--- src/rtl/bcd_entry.sv ---
// N-digit signed BCD entry controller: digits entered LSD first on enter edges,
// with validation, cancel, idle timeout, previous-value retention and blink enables.
module bcd_entry #(
  parameter int DIGITS      = 3,
  parameter int BLINK_DIV   = 12_500_000,
  parameter int TIMEOUT_CYC = 500_000_000
) (
  input  logic                clk,
  input  logic                rst_n,
  input  logic [3:0]          digit_in,
  input  logic                sign_in,
  input  logic                enter,
  input  logic                cancel,
  output logic [4*DIGITS-1:0] value_bcd,
  output logic                value_sign,
  output logic [4*DIGITS-1:0] old_bcd,
  output logic                old_sign,
  output logic                value_valid,
  output logic                editing,
  output logic [3:0]          pos,
  output logic [4*DIGITS-1:0] edit_bcd,
  output logic [DIGITS-1:0]   digit_en,
  output logic                commit_pulse,
  output logic                reject_pulse
);

  localparam int BLINK_W = (BLINK_DIV > 1) ? $clog2(BLINK_DIV) : 1;
  localparam int IDLE_W  = (TIMEOUT_CYC > 1) ? $clog2(TIMEOUT_CYC) : 1;
  localparam logic [BLINK_W-1:0] BLINK_LAST = BLINK_W'(BLINK_DIV - 1);
  localparam logic [IDLE_W-1:0]  IDLE_LAST  = IDLE_W'((TIMEOUT_CYC > 0) ? TIMEOUT_CYC - 1 : 0);
  localparam logic [3:0]         POS_LAST   = 4'(DIGITS - 1);

  typedef enum logic {ST_ENTRY, ST_DONE} state_e;
  typedef logic [DIGITS-1:0][3:0] digits_t;

  state_e             state_q, state_d;
  logic [3:0]         pos_q, pos_d;
  digits_t            edit_buf_q, edit_buf_d;
  digits_t            value_q, value_d;
  digits_t            old_q, old_d;
  logic               value_sign_q, value_sign_d;
  logic               old_sign_q, old_sign_d;
  logic               value_valid_q, value_valid_d;
  logic               enter_prev_q, enter_prev_d;
  logic               cancel_prev_q, cancel_prev_d;
  logic               commit_pulse_q, commit_pulse_d;
  logic               reject_pulse_q, reject_pulse_d;
  logic               phase_q, phase_d;
  logic [BLINK_W-1:0] blink_cnt_q, blink_cnt_d;
  logic [IDLE_W-1:0]  idle_cnt_q, idle_cnt_d;

  logic    enter_edge;
  logic    cancel_edge;
  logic    timeout_hit;
  digits_t commit_word;
  digits_t edit_img;
  logic [DIGITS-1:0] den;

  assign enter_edge  = enter && !enter_prev_q;
  assign cancel_edge = cancel && !cancel_prev_q;
  assign timeout_hit = (TIMEOUT_CYC != 0) && (idle_cnt_q == IDLE_LAST);

  always_comb begin
    // NOTE: every _d starts from its held value so no path through this block can infer a latch.
    state_d        = state_q;
    pos_d          = pos_q;
    edit_buf_d     = edit_buf_q;
    value_d        = value_q;
    old_d          = old_q;
    value_sign_d   = value_sign_q;
    old_sign_d     = old_sign_q;
    value_valid_d  = value_valid_q;
    phase_d        = phase_q;
    blink_cnt_d    = blink_cnt_q;
    idle_cnt_d     = idle_cnt_q;
    commit_pulse_d = 1'b0;
    reject_pulse_d = 1'b0;
    enter_prev_d   = enter;
    cancel_prev_d  = cancel;

    // Word that would be committed if the live digit completes the entry.
    commit_word = edit_buf_q;
    for (int k = 0; k < DIGITS; k++) begin
      if (pos_q == 4'(k)) commit_word[k] = digit_in;
    end

    case (state_q)
      ST_ENTRY: begin
        if (blink_cnt_q == BLINK_LAST) begin
          blink_cnt_d = '0;
          phase_d     = ~phase_q;
        end else begin
          blink_cnt_d = blink_cnt_q + BLINK_W'(1);
        end
        if (TIMEOUT_CYC != 0) idle_cnt_d = idle_cnt_q + IDLE_W'(1);

        // A timeout is indistinguishable from a cancel edge, and cancel beats enter.
        if (cancel_edge || timeout_hit) begin
          idle_cnt_d = '0;
          pos_d      = '0;
          if (value_valid_q) state_d = ST_DONE;
          else               edit_buf_d = '0;
        end else if (enter_edge) begin
          idle_cnt_d = '0;
          if (digit_in > 4'd9) begin
            reject_pulse_d = 1'b1;
          end else if (pos_q == POS_LAST) begin
            old_d          = value_q;
            old_sign_d     = value_sign_q;
            value_d        = commit_word;
            value_sign_d   = sign_in;
            value_valid_d  = 1'b1;
            commit_pulse_d = 1'b1;
            state_d        = ST_DONE;
            pos_d          = '0;
          end else begin
            edit_buf_d = commit_word;
            pos_d      = pos_q + 4'd1;
          end
        end
      end
      default: begin
        if (enter_edge) begin
          state_d     = ST_ENTRY;
          pos_d       = '0;
          edit_buf_d  = '0;
          phase_d     = 1'b1;
          blink_cnt_d = '0;
          idle_cnt_d  = '0;
        end
      end
    endcase
  end

  always_ff @(posedge clk or negedge rst_n) begin
    if (!rst_n) begin
      state_q        <= ST_ENTRY;
      pos_q          <= '0;
      edit_buf_q     <= '0;
      value_q        <= '0;
      old_q          <= '0;
      value_sign_q   <= 1'b0;
      old_sign_q     <= 1'b0;
      value_valid_q  <= 1'b0;
      enter_prev_q   <= 1'b0;
      cancel_prev_q  <= 1'b0;
      commit_pulse_q <= 1'b0;
      reject_pulse_q <= 1'b0;
      phase_q        <= 1'b1;
      blink_cnt_q    <= '0;
      idle_cnt_q     <= '0;
    end else begin
      // NOTE: non-blocking so every flop samples the pre-edge _d values together.
      state_q        <= state_d;
      pos_q          <= pos_d;
      edit_buf_q     <= edit_buf_d;
      value_q        <= value_d;
      old_q          <= old_d;
      value_sign_q   <= value_sign_d;
      old_sign_q     <= old_sign_d;
      value_valid_q  <= value_valid_d;
      enter_prev_q   <= enter_prev_d;
      cancel_prev_q  <= cancel_prev_d;
      commit_pulse_q <= commit_pulse_d;
      reject_pulse_q <= reject_pulse_d;
      phase_q        <= phase_d;
      blink_cnt_q    <= blink_cnt_d;
      idle_cnt_q     <= idle_cnt_d;
    end
  end

  // Display image: entered digits, live digit at the cursor, blanks beyond it.
  always_comb begin
    edit_img = value_q;
    den      = '1;
    if (state_q == ST_ENTRY) begin
      for (int k = 0; k < DIGITS; k++) begin
        if (4'(k) < pos_q) begin
          edit_img[k] = edit_buf_q[k];
        end else if (4'(k) == pos_q) begin
          edit_img[k] = digit_in;
          den[k]      = phase_q;
        end else begin
          edit_img[k] = 4'hF;
        end
      end
    end
  end

  assign value_bcd    = value_q;
  assign value_sign   = value_sign_q;
  assign old_bcd      = old_q;
  assign old_sign     = old_sign_q;
  assign value_valid  = value_valid_q;
  assign editing      = (state_q == ST_ENTRY);
  assign pos          = pos_q;
  assign edit_bcd     = edit_img;
  assign digit_en     = den;
  assign commit_pulse = commit_pulse_q;
  assign reject_pulse = reject_pulse_q;

endmodule

--- config.mk ---
export PLATFORM = sky130hd
export DESIGN_NAME = bcd_entry
export DESIGN_NICKNAME = d
export VERILOG_FILES = /design/src/rtl/bcd_entry.sv
export SDC_FILE = /design/constraint.sdc
export NUM_CORES = 1
export LEC_CHECK = 0
export CAP_MARGIN = 30
export CORE_MARGIN = 2
export CORE_UTILIZATION = 52
export CTS_CLUSTER_SIZE = 28
export DETAILED_ROUTE_END_ITERATION = 12
export MAX_ROUTING_LAYER = met4
export PLACE_DENSITY = 0.78
export SYNTH_ARGS = -nofsm -noshare
export SYNTH_HDL_FRONTEND = slang
export SYNTH_SLANG_ARGS = --single-unit
export TNS_END_PERCENT = 30
--- constraint.sdc ---
create_clock -name clk -period 2.6 [get_ports clk]
set_input_delay 0.78 -clock clk [delete_from_list [all_inputs] [get_ports clk]]
set_output_delay 0.78 -clock clk [all_outputs]
set_load 0.01 [all_outputs]
==> results.txt, run 1 <==
----------------------------------------------------
[Critical path]
  Endpoint type of the worst setup path ... output pin
  CP most frequent cell ... sky130_fd_sc_hd__mux2_4
  Data arrival time of the critical path ... ~2 ns
  Required arrival time at the worst endpoint ... between 1.5 and 2 ns
  Critical Path Fanout Max ... 3
  Startpoint class of the critical path ... flop
  WS Path Type ... reg2out
  Crit path cell chain ... nor4_4, buf_4, buf_12, mux2_4, mux2_4, buf_6
  Critical path's top delay family ... multiplexers
  Critical Path Max Stage Delay ... between 0.4 and 0.5 ns
  R2r setup slk ... 0.22 ns
  Total buffers and inverters traversed by the critical path ... 3
  Slowest stage cell, crit path ... sky130_fd_sc_hd__dfrtp_1

[Clock network]
  CTS root buf ... sky130_fd_sc_hd__clkbuf_8
  CTS Buf Count ... 9
  Reg clk slew, reported paths ... 0.11 ns
  Count of clock tree sinks ... between 100 and 150
  Max clock buf depth ... 2
  Worst-skew pair later-pin latency ... around 0.4 ns
  Hold_buf cts ... 0
  Max H-tree Level ... 3
  TritonCTS clock tree ... yes

[STA]
  Fin Hold WS ... slightly above 0.3 ns
  Part of the cycle the worst path needs ... 109%
  Worst Setup Slack, final ... -0.244 ns
  Fin. max-slew vios ... 0
  Min Tclk post-route ... 2.84 ns
  Slew at the pin with the worst max-slew slack ... ~0.64 ns
  Fin Clk Skew ... approximately 0.016 ns
  Hold Fails Final Rpt ... 0
  Maximum clock frequency ... 352 MHz
  RSZ-0062 raised after global routing ... yes
  Total of endpoints with negative setup slack in the final report ... 13
  Relative slew margins ... a little under three fifths

[Floorplanning]
  Die Y ... between 100 and 150 um
  Die X ... about 110 um
  Area of the core ... just over 0.01 mm^2
  Number of cell rows ... 37
  Boundary pin count ... slightly below 60
  Starting Density ... around 54%
  Total die area ... ~0.012 mm^2

[Run status]
  Result of the run ... finished, violations left
  Failing checks ... negative setup slack

[Drt]
  Drt initial violations ... 400
  Vias ... 5254
  Total Routed Length ... between 15000 and 20000 um
  DRC ... 0
  ANT nets after route ... 0
  Vias per Instance ... roughly 6.4
  TritonRoute pass-1 iters ... 5
  WL per Instance ... 19.0 um

[Min path]
  Class of the worst hold path ... in2async

[Place]
  Number of instances in the placed design ... 790
  Number of buffers added on ports ... 57
  Final RePlAce weighted congestion ... 0.914
  HPWL reported at the end of detailed placement ... ~11000 um

[Final layout]
  Post-layout net count ... about 690
  Commonest non-fill, non-tap cell in the layout ... sky130_fd_sc_hd__dfrtp_1
  Ratio of cells with drive above 1 in the final layout ... roughly a quarter
  Area delta synth->final ... 27.2%
  Highest-count cells in the layout ignoring fill and taps ... sky130_fd_sc_hd__dfrtp_1 (101), sky130_fd_sc_hd__buf_4 (64), sky130_fd_sc_hd__nand2_1 (58)
  Number of diodes added for antenna fixing ... 0
  Count of fill cells added during filler insertion ... just under 800
  Number of non-filler instances in the completed layout ... slightly above 800

[Synthesis]
  Gate count of the mapped netlist ... 579
  Syn Area/Cell ... a little under 10 um^2
  Post-synthesis cell type count ... 64
  Part of the Yosys area used for sequential elements ... 45.9%
  Area share of the largest cell type after synthesis ... between 40 and 50%
  Summed instance area of the synthesized netlist ... ~0.0056 mm^2
  Total nets after synthesis ... just under 600
  Leading area contributor after synthesis ... sky130_fd_sc_hd__dfrtp_1
  Total of warnings raised by yosys ... 0
  Number of enable-type register cells in the synthesized netlist ... 0
  Area contributors post-synth ... sky130_fd_sc_hd__dfrtp_1 (45%), sky130_fd_sc_hd__mux2_2 (6.3%), sky130_fd_sc_hd__a31oi_1 (4.7%)
  Fraction of synthesis flops using an asynchronous set or reset pin ... 100%
  Flop and latch count out of synthesis ... 102
  Most used DFF post-synth ... sky130_fd_sc_hd__dfrtp_1

[Power and ir drop]
  Overall power of the completed layout ... about 6200 uW
  Power Density ... 882 mW/mm^2
  Worst IR drop on VDD ... 662 uV
  P_leak ... about 0.003 uW

[Global routing]
  Total congestion overflow after global routing ... 0
  Vias in the first global route ... 5133
  Initial antenna violation count ... 0
  Total global-route track usage ... approximately 29%
  First-pass GRT wire length ... 25700 um
  Pin count of the biggest net entering global routing ... 48

[Run]
  Max-cap check violation count ... 0

----------------------------------------------------
-- cell families (layout without fill, tap and decap cells) --
family | after synthesis | count (layout) | synth area share (%)
AO/OA/AOI/OAI | 146 | 146 | 17.4
XOR/XNOR | 6 | 6 | 0.945
adder cells (fa/ha/maj) | 2 | 2 | 0.450
buffers and inverters | 56 | 165 | 4.19
flip-flops | 102 | 102 | 45.9
multiplexers | 42 | 42 | 8.80
AND/OR/NAND/NOR | 225 | 225 | 22.3
-- worst register-to-register path, stage by stage, from the launching register on --
cell and delay, ns:
sky130_fd_sc_hd__dfrtp_1 0.43, sky130_fd_sc_hd__buf_4 0.16, sky130_fd_sc_hd__buf_6 0.15, sky130_fd_sc_hd__nor4b_4 0.25
sky130_fd_sc_hd__buf_4 0.16, sky130_fd_sc_hd__buf_4 0.13, sky130_fd_sc_hd__nand2_1 0.08, sky130_fd_sc_hd__and4bb_4 0.41
sky130_fd_sc_hd__buf_4 0.17, sky130_fd_sc_hd__mux2_2 0.34
-- where the power goes --
group / switching [uW] / internal, uW / leakage [uW]
combinational: 1400 / 1540 / 0.00154
clock: 609 / 390 / 0.0000956
sequential: 393 / 1910 / 0.00138
-- flip-flops by register name, summed over array words and instances, names as in the netlist, 4 cells and up --
register / count
idle_cnt_q: 29
pos: 4
blink_cnt_q: 24
old_bcd: 12
value_bcd: 12
edit_buf_q: 12
-- synthesized netlist by cell type (10+ instances only) --
library cell / n
sky130_fd_sc_hd__a21oi_1: 21
sky130_fd_sc_hd__a31oi_1: 42
sky130_fd_sc_hd__a32o_1: 10
sky130_fd_sc_hd__clkbuf_1: 34
sky130_fd_sc_hd__dfrtp_1: 101
sky130_fd_sc_hd__inv_1: 14
sky130_fd_sc_hd__mux2_2: 31
sky130_fd_sc_hd__nand2_1: 58
sky130_fd_sc_hd__nand3_1: 36
sky130_fd_sc_hd__nand4_1: 25
sky130_fd_sc_hd__nor2_1: 24
sky130_fd_sc_hd__nor3_1: 13
sky130_fd_sc_hd__o21ai_0: 30
-- worst paths after layout --
check / startpoint / endpoint / cells after the start
max in group asynchronous: rst_n / old_bcd[10]$_DFFE_PN0P_ / 2
min reg2reg: old_sign$_DFFE_PN0P_ / old_sign$_DFFE_PN0P_ / 1
max: pos[0]$_DFFE_PN0P_ / edit_bcd[1] / 6
min in group clk: old_sign$_DFFE_PN0P_ / old_sign$_DFFE_PN0P_ / 1
max reg2reg: pos[0]$_DFFE_PN0P_ / old_bcd[8]$_DFFE_PN0P_ / 9
min: rst_n / idle_cnt_q[24]$_DFFE_PN0P_ / 1
-- timing repair --
action                     CTS  global route
gates resized for setup     90            15
pin swaps                    6             4
buffers inserted            14             4
gates cloned                 0             0
setup endpoints to repair   16            25
-- through the flow --
step | cell area, um^2 | setup WS (ns) | util (%) | setup TNS [ns]
after floorplan | 5570 | 0.00361 | - | 0
final | 7070 | -0.244 | 68.2 | -2.05
after CTS | 6990 | -0.237 | 67.4 | -1.30
after detailed placement | 6640 | -0.535 | 64.0 | -16.25
after global placement | 6640 | -0.516 | 64.0 | -15.62
after global routing | 7070 | -0.328 | 68.2 | -3.13
-- layer usage --
metal  GRT usage [%]  wire length (um)  vias to the layer above  part of all wire (%)
met1            37.6              6640                     2596                    42
met5               -                 0                        -                     0
li1                -                 -                     2406                     -
met2            45.5              7740                      216                    49
met4            8.52               286                        0                   1.8
met3            5.99               981                       36                   6.3
-- area by class of cell --
cell class              instances  area, um^2  area share [%]
multi-input cells             421        2890            40.9
clock inverters                 6        50.0           0.708
clock buffers                  10         138            1.95
inverters                      14        52.6           0.743
well taps                     136         170            2.41
repair buffers                135        1220            17.2
flip-flops and latches        102        2550            36.1
Power figures use the tool's default switching activity.
==> run 2: changes to the inputs <==
SLEW_MARGIN = 20   (was not set)
==> results of run 2 <==
No change in the layout: final DEF, timing and power equal those of run 1.
